`src/rtl/gsensor_bus_arbiter.sv`:
```
// gsensor_bus_arbiter
// Shares one SCLK/SDAT pin pair between the accelerometer SPI master and the
// EEPROM I2C master. Arbitration is round-robin on ties. A fixed idle guard
// gap separates any two bus owners.
// Optional feature macro: GSENSOR_ARB_TIMEOUT_EN. When it is defined, the
// block revokes a grant held for TIMEOUT_CYCLES cycles, raises a sticky
// timeout_err, and locks the revoked master out until it drops its request.
module gsensor_bus_arbiter #(
   parameter int unsigned GUARD_CYCLES   = 8,
   parameter int unsigned TIMEOUT_CYCLES = 65535
) (
   input  logic clk,
   input  logic reset_n,
   input  logic spi_req,
   output logic spi_gnt,
   input  logic i2c_req,
   output logic i2c_gnt,
   input  logic spi_sclk_in,
   input  logic spi_cs_n_in,
   input  logic i2c_scl_in,
   output logic sclk_out,
   output logic cs_n_out,
   output logic sel_i2c,
   output logic busy,
   input  logic err_clr,
   output logic timeout_err
);

   typedef enum logic [1:0] {
      IDLE  = 2'd0,
      SPI   = 2'd1,
      I2C   = 2'd2,
      GUARD = 2'd3
   } state_t;

   localparam logic [7:0] GUARD_LOAD = 8'(GUARD_CYCLES - 1);

   state_t     state;
   logic       last_i2c;   // 1: I2C was served last, so SPI wins the next tie
   logic [7:0] guard_cnt;

   logic spi_eff;
   logic i2c_eff;
   logic pick_spi;
   logic pick_i2c;

`ifdef GSENSOR_ARB_TIMEOUT_EN
   localparam logic [15:0] HOLD_LIMIT = 16'(TIMEOUT_CYCLES - 1);

   logic [15:0] hold_cnt;
   logic        spi_lock;
   logic        i2c_lock;
   logic        err_flag;

   assign spi_eff     = spi_req & ~spi_lock;
   assign i2c_eff     = i2c_req & ~i2c_lock;
   assign timeout_err = err_flag;
`else
   logic unused_cfg;

   assign spi_eff     = spi_req;
   assign i2c_eff     = i2c_req;
   assign timeout_err = 1'b0;
   assign unused_cfg  = err_clr ^ (TIMEOUT_CYCLES == 0);
`endif

   // Arbitration choice: a lone request wins, and a tie goes to the master
   // that was not served last.
   always_comb begin
      pick_spi = spi_eff & (~i2c_eff | last_i2c);
      pick_i2c = i2c_eff & (~spi_eff | ~last_i2c);
   end

   // Ownership FSM with registered grants, guard counter and round-robin state.
   always_ff @(posedge clk or negedge reset_n) begin
      if (!reset_n) begin
         state     <= IDLE;
         spi_gnt   <= 1'b0;
         i2c_gnt   <= 1'b0;
         last_i2c  <= 1'b1;
         guard_cnt <= '0;
`ifdef GSENSOR_ARB_TIMEOUT_EN
         hold_cnt  <= '0;
         spi_lock  <= 1'b0;
         i2c_lock  <= 1'b0;
         err_flag  <= 1'b0;
`endif
      end else begin
`ifdef GSENSOR_ARB_TIMEOUT_EN
         // Lockout ends once the request has been seen low. A clear is
         // overridden below when a timeout fires on the same edge.
         if (!spi_req) spi_lock <= 1'b0;
         if (!i2c_req) i2c_lock <= 1'b0;
         if (err_clr)  err_flag <= 1'b0;
`endif
         case (state)
            // IDLE and the final GUARD cycle share the same grant decision.
            IDLE, GUARD: begin
               if (state == IDLE || guard_cnt == '0) begin
                  if (pick_spi) begin
                     state    <= SPI;
                     spi_gnt  <= 1'b1;
                     last_i2c <= 1'b0;
`ifdef GSENSOR_ARB_TIMEOUT_EN
                     hold_cnt <= '0;
`endif
                  end else if (pick_i2c) begin
                     state    <= I2C;
                     i2c_gnt  <= 1'b1;
                     last_i2c <= 1'b1;
`ifdef GSENSOR_ARB_TIMEOUT_EN
                     hold_cnt <= '0;
`endif
                  end else begin
                     state <= IDLE;
                  end
               end else begin
                  guard_cnt <= guard_cnt - 8'd1;
               end
            end
            SPI: begin
               if (!spi_req) begin
                  state     <= GUARD;
                  spi_gnt   <= 1'b0;
                  guard_cnt <= GUARD_LOAD;
               end
`ifdef GSENSOR_ARB_TIMEOUT_EN
               else if (hold_cnt == HOLD_LIMIT) begin
                  state     <= GUARD;
                  spi_gnt   <= 1'b0;
                  guard_cnt <= GUARD_LOAD;
                  spi_lock  <= 1'b1;
                  err_flag  <= 1'b1;
               end else begin
                  hold_cnt <= hold_cnt + 16'd1;
               end
`endif
            end
            I2C: begin
               if (!i2c_req) begin
                  state     <= GUARD;
                  i2c_gnt   <= 1'b0;
                  guard_cnt <= GUARD_LOAD;
               end
`ifdef GSENSOR_ARB_TIMEOUT_EN
               else if (hold_cnt == HOLD_LIMIT) begin
                  state     <= GUARD;
                  i2c_gnt   <= 1'b0;
                  guard_cnt <= GUARD_LOAD;
                  i2c_lock  <= 1'b1;
                  err_flag  <= 1'b1;
               end else begin
                  hold_cnt <= hold_cnt + 16'd1;
               end
`endif
            end
            default: begin
               state <= IDLE;
            end
         endcase
      end
   end

   // Pin muxing decoded directly from the state register, so that reset
   // parks the pins with no clock edge.
   always_comb begin
      sclk_out = 1'b1;
      cs_n_out = 1'b1;
      sel_i2c  = 1'b0;
      busy     = (state != IDLE);
      case (state)
         SPI: begin
            sclk_out = spi_sclk_in;
            cs_n_out = spi_cs_n_in;
         end
         I2C: begin
            sclk_out = i2c_scl_in;
            sel_i2c  = 1'b1;
         end
         default: begin
         end
      endcase
   end

endmodule

```
`config.mk`:
```
export PLATFORM = sky130hd
export DESIGN_NAME = gsensor_bus_arbiter
export DESIGN_NICKNAME = d
export VERILOG_FILES = /design/src/rtl/gsensor_bus_arbiter.sv
export SDC_FILE = /design/constraint.sdc
export NUM_CORES = 1
export LEC_CHECK = 0
export BUFFER_PORTS_ARGS = -buffer_cell sky130_fd_sc_hd__buf_2
export CORE_ASPECT_RATIO = 1.5
export CORE_UTILIZATION = 38
export CTS_BUF_LIST = sky130_fd_sc_hd__clkbuf_8
export DETAILED_ROUTE_END_ITERATION = 8
export GPL_TIMING_DRIVEN = 0
export PLACE_DENSITY = 0.7
export SLEW_MARGIN = 20
export SYNTH_ARGS = -nofsm -noshare
export SYNTH_HDL_FRONTEND = slang
export SYNTH_SLANG_ARGS = --single-unit
```
`constraint.sdc`:
```
create_clock -name clk -period 2.4 [get_ports clk]
set_input_delay 0.24 -clock clk [delete_from_list [all_inputs] [get_ports clk]]
set_output_delay 0.24 -clock clk [all_outputs]
set_load 0.005 [all_outputs]
```
Word-level counts from Yosys, hierarchy flattened
Cells that the tools add are included.
W data, S select, Z words.
Word-level totals
  register bits: 13
  input bits: 8
  output and inout bits: 7
  logic and storage cells: 59
Operators by class
  add/sub/neg operators: 1
  eq/ne operators: 10
  mux-type cells: 23
  bitwise logic cells: 7
  reduce and logical (&&, ||, !) cells: 13
Operators by type and width (count)
  $mux W8: 3
  $pmux W8 S3: 1
  $ne A2 B2 Y1 const B: 7
  $mux W1: 10
  $mux W2: 5
  $reduce_and A3 Y1: 3
  $logic_not A8 Y1: 1
  $reduce_bool A2 Y1: 4
  $sub A8 B1 Y8 const B: 1
  $pmux W1 S2: 3
  $pmux W2 S3: 1
  $reduce_and A5 Y1: 1
  $eq A2 B2 Y1 const B: 2
  $reduce_and A4 Y1: 1
  $not A1 Y1: 3
  $and A1 B1 Y1: 2
  $eq A2 B1 Y1 const B: 1
  $logic_not A2 Y1: 1
  $or A1 B1 Y1: 2
  $reduce_or A2 Y1: 1
  $logic_or A1 B1 Y1: 1

Depth between registers and ports, before layout
  depth in word-level cells: 7
  depth in mapped cells: 7

Worst setup path before layout
Ideal clock, no wire load.
  kind: register -> register
  start: reg state[0]
  end: reg guard_cnt[7]
  library setup time: 0.082 ns
  data arrival time: 1.769 ns
  data required time: 2.318 ns
  path slack: 0.549 ns
  cell stages (with the launch flop): 7
  buffers on the path: 1
  period minus slack after synthesis: 1.851 ns
  cell sequence: dfrtp_1 > inv_1 > ha_1 > clkbuf_1 > a2111oi_4 > a21bo_1 > a31oi_1
Between the ends
  cells in the longest elaborated chain, start to end: 4
  elaborated cells on any way between the ends: 11
  classes of those cells: 6 x eq/ne; 1 x mux; 4 x reduce/logical
Ends and longest elaborated chain
  start: declaration: RTL line 38  | state_t state;
  start signal: assignment: RTL line 77  | state <= IDLE;
  start signal: assignment: RTL line 101  | state <= SPI;
  start signal: assignment: RTL line 108  | state <= I2C;
  $eq A2 B2 Y1 / $logic_not A2 Y1 (equally long branches): RTL line 96, 99
  $reduce_or A2 Y1 / $logic_or A1 B1 Y1 (equally long branches): RTL line 96, 99
  $ne A2 B2 Y1 (no line)
  $reduce_and A3 Y1 (no line)
  end signal: assignment: RTL line 118  | guard_cnt <= guard_cnt - 8'd1;
  end: declaration: RTL line 40  | logic [7:0] guard_cnt;
Several ways; a longest one is shown, not always the timed one.
A chain may end at the register's enable or synchronous reset.

Final worst setup path
  start: reg state[1]
  end: out sclk_out
Between the ends
  cells in the longest elaborated chain, start to end: 2
  elaborated cells on any way between the ends: 3
  classes of those cells: 2 x eq/ne; 1 x mux
Ends and longest elaborated chain
  $eq A2 B2 Y1 / $eq A2 B1 Y1 (equally long branches): RTL line 171  | case (state)
  $pmux W1 S2 (*): RTL line 171
  end: declaration: RTL line 21  | output logic sclk_out,
Mark *: on every way between the ends. The rest lies on a longest branch, timed or not.

==> results.json <==
{
  "dpl_cell_area_um2": 943,
  "postSynthCellCount": 90,
  "avgSynthCellArea_um2": 9.51,
  "hp-start": "spi_req",
  "root_buffer": "clkbuf_8",
  "worstMarginPinSlew_ps": 602,
  "nFillCells": 197,
  "postCtsSetupBuffers": 0,
  "via_per_inst": 5.68,
  "synthAdderAreaFrac": 0.0731,
  "mostFrequentLayoutCells": "12 x dfrtp_1, 12 x buf_2, 9 x inv_1",
  "synth-seq-area-share": 0.382,
  "clk_path_buf_depth": 2,
  "fin_crit_sh": 0.912,
  "yosysWarningCount": 0,
  "slowest_stage": "dfrtp_1",
  "vias": 733,
  "overflow": 0,
  "ant_nets": 0,
  "grtUsageTotal": 0.177,
  "synthSimpleGateAreaFrac": 0.187,
  "stdcell_area_um2": 1000,
  "antenna_found_initial": 0,
  "finalSetupTns_ps": 0,
  "cts.sinks": 13,
  "wl_per_cell_um": 14.2,
  "grt_max_degree": 14,
  "hold_viol_final": 0,
  "drive_above_1_share": 0.234,
  "multi_input_area_um2": 493,
  "area_delta_synth_final_pct": 17.3,
  "n_antenna_cell": 0,
  "final_nets": 121,
  "reg2reg_to": "guard_cnt[7]$_DFFE_PN0P_",
  "die_x_um": 40.8,
  "crit_path_max_fanout": 8,
  "ir_drop_v": 0.000658,
  "numPortBuffers": 12,
  "hold_path_depth": 2,
  "ys_seq_elements": 13,
  "routed_wl_um": 1830,
  "die_area_um2": 2450,
  "maxSlewHeadroom": 0.599,
  "hpwl_um": 1380,
  "crit_type": "flop to output port",
  "power_density_nw_per_um2": 1280,
  "holdCritPathClass": "input port to flop",
  "gp_congestion": 0.667,
  "status": "completed",
  "drt_first_pass_iters": 4,
  "slew_violations": 0,
  "whs_endpoint": "last_i2c$_DFFE_PN1P_",
  "htreeDepth": 1,
  "reg2reg_depth": 6,
  "drt_iter0_drc": 15,
  "regToRegSetupSlack_ps": 290,
  "regArea_um2": 327,
  "num_rows": 20,
  "cts_tree": "built",
  "netlist_area_um2": 856,
  "boundaryPins": 15,
  "p_leak_nw": 0.453,
  "cp.required_ps": 2160,
  "synth.mux.area_fraction": 0.0351,
  "worstPathCellList": "inv_1 > ha_1 > clkbuf_1 > inv_1 > a221o_1 > buf_2",
  "clk_latency_ps": 250,
  "synth-compound-area-share": 0.270,
  "start_util": 0.412,
  "synth.distinct_cells": 33,
  "timing.fmax_mhz": 457,
  "core_area_um2": 2080,
  "synth_top_family_by_area": "compound AO/OA/AOI/OAI gates",
  "clkTransAtPathRegs_ps": 60,
  "grt_pass1_wl_um": 2890,
  "setup_viol": 0,
  "chipHeight_um": 60.1,
  "numCtsBuffers": 3,
  "timing.final.crit_period_ps": 2190,
  "worst_setup_path_start_kind": "flop",
  "r2r-start": "state[1]$_DFFE_PN0P_",
  "grt_pass1_vias": 702,
  "rsz0062_at_grt": "false",
  "synth_nets": 103,
  "skew_ps": 3.36,
  "slowest_delay_ps": 390,
  "end_kind": "output port",
  "cap_violations": 0,
  "crit_arrival_ps": 1950,
  "drc": 0,
  "cpMostUsedCell": "inv_1",
  "synth_xor_xnor_area_share": 0
}
[worst max-delay path: cells and delay by family, from the launching register on]
kind            cells  cell delay, ps
buf+inv             4             740
flops               1             390
compound gates      1             300
fa+ha+maj           1             280
[cell type report]
| type | count | share of cell area |
|---|---|---|
| plain buffers | 2 | 0.0112 |
| clock buffers | 3 | 0.0411 |
| clock inverters | 1 | 0.00374 |
| inverters | 8 | 0.0299 |
| multi-input cells | 67 | 0.491 |
| flip-flops and latches | 13 | 0.325 |
| well taps | 22 | 0.0274 |
| repair buffers | 13 | 0.0698 |
[synthesized netlist by cell type, drive strengths merged]
cell type,number,area (um2)
a22o,1,8.76
a22oi,3,22.5
mux2i,3,30.0
nor3,6,35.0
nor2b,2,12.5
nand4b,1,8.76
nor2,4,15.0
clkbuf,1,3.75
conb,1,3.75
dfstp,1,26.3
nand2,5,18.8
a2111oi,1,27.5
or3,1,7.51
nand3,1,5.00
a211oi,1,7.51
a21o,1,8.76
or3b,1,8.76
a2bb2oi,1,8.76
o21ai,7,35.0
a21bo,2,20.0
dfrtp,12,300
a221o,1,10.0
nor4b,1,23.8
inv,8,30.0
buf,1,7.51
a31oi,7,43.8
ha,5,62.6
a41oi,1,8.76
nand2b,2,12.5
nor4,2,12.5
a21oi,6,30.0
[sequential cells by signal, indices dropped and copies added, names as in the netlist]
register and count:
i2c_gnt 1, last_i2c 1, state 2, spi_gnt 1
guard_cnt 8
[metal layers]
metal | up-vias | GRT usage | share of wire
li1 | 365 | - | -
met1 | 349 | 0.194 | 0.42
met2 | 15 | 0.293 | 0.53
met3 | 4 | 0.0260 | 0.020
met4 | 0 | 0.124 | 0.027
met5 | - | 0 | 0
[metrics by stage]
step	power [mW]	util	cells	hold slack [ps]	worst slack, ps
floorplan	0.916	-	90	-55.6	549
detailed placement	1.09	0.454	124	147	156
finish	1.28	0.483	129	257	211
CTS	1.29	0.481	129	252	161
global route	1.38	0.483	129	288	80.9
global placement	1.06	0.454	124	148	193
[what timing repair did]
action,4_1_cts,5_1_grt
endpoints found under the hold margin,12,0
gates resized for setup,0,1
endpoints found under the setup margin,0,2
hold buffers,1,0
[cells by family after synthesis]
| group | count (synthesis) |
|---|---|
| and+or+nand+nor | 26 |
| muxes | 3 |
| buffers and inverters | 10 |
| AOI/OAI and AO/OA | 32 |
| adders and majority gates | 5 |
| DFF | 13 |
| other | 1 |
[power by group]
part           switching (mW)  internal (mW)  total [mW]
logic                   0.373          0.281       0.653
clock network          0.0821          0.113       0.195
registers               0.117          0.319       0.436
total                   0.572          0.713        1.28
[worst max path at each step]
stage | from | end | slack [ps] | cells after the start
4_1_cts | state[1]$_DFFE_PN0P_ | guard_cnt[4]$_DFFE_PN0P_ | 160 | 6
3_3_place_gp | state[1]$_DFFE_PN0P_ | guard_cnt[4]$_DFFE_PN0P_ | 190 | 6
3_5_place_dp | state[1]$_DFFE_PN0P_ | guard_cnt[4]$_DFFE_PN0P_ | 160 | 6
6_report | state[1]$_DFFE_PN0P_ | sclk_out | 210 | 6
2_1_floorplan | state[0]$_DFFE_PN0P_ | guard_cnt[7]$_DFFE_PN0P_ | 550 | 6
5_1_grt | state[1]$_DFFE_PN0P_ | sclk_out | 80 | 6
Note: power is estimated with default switching activity, not from simulation.
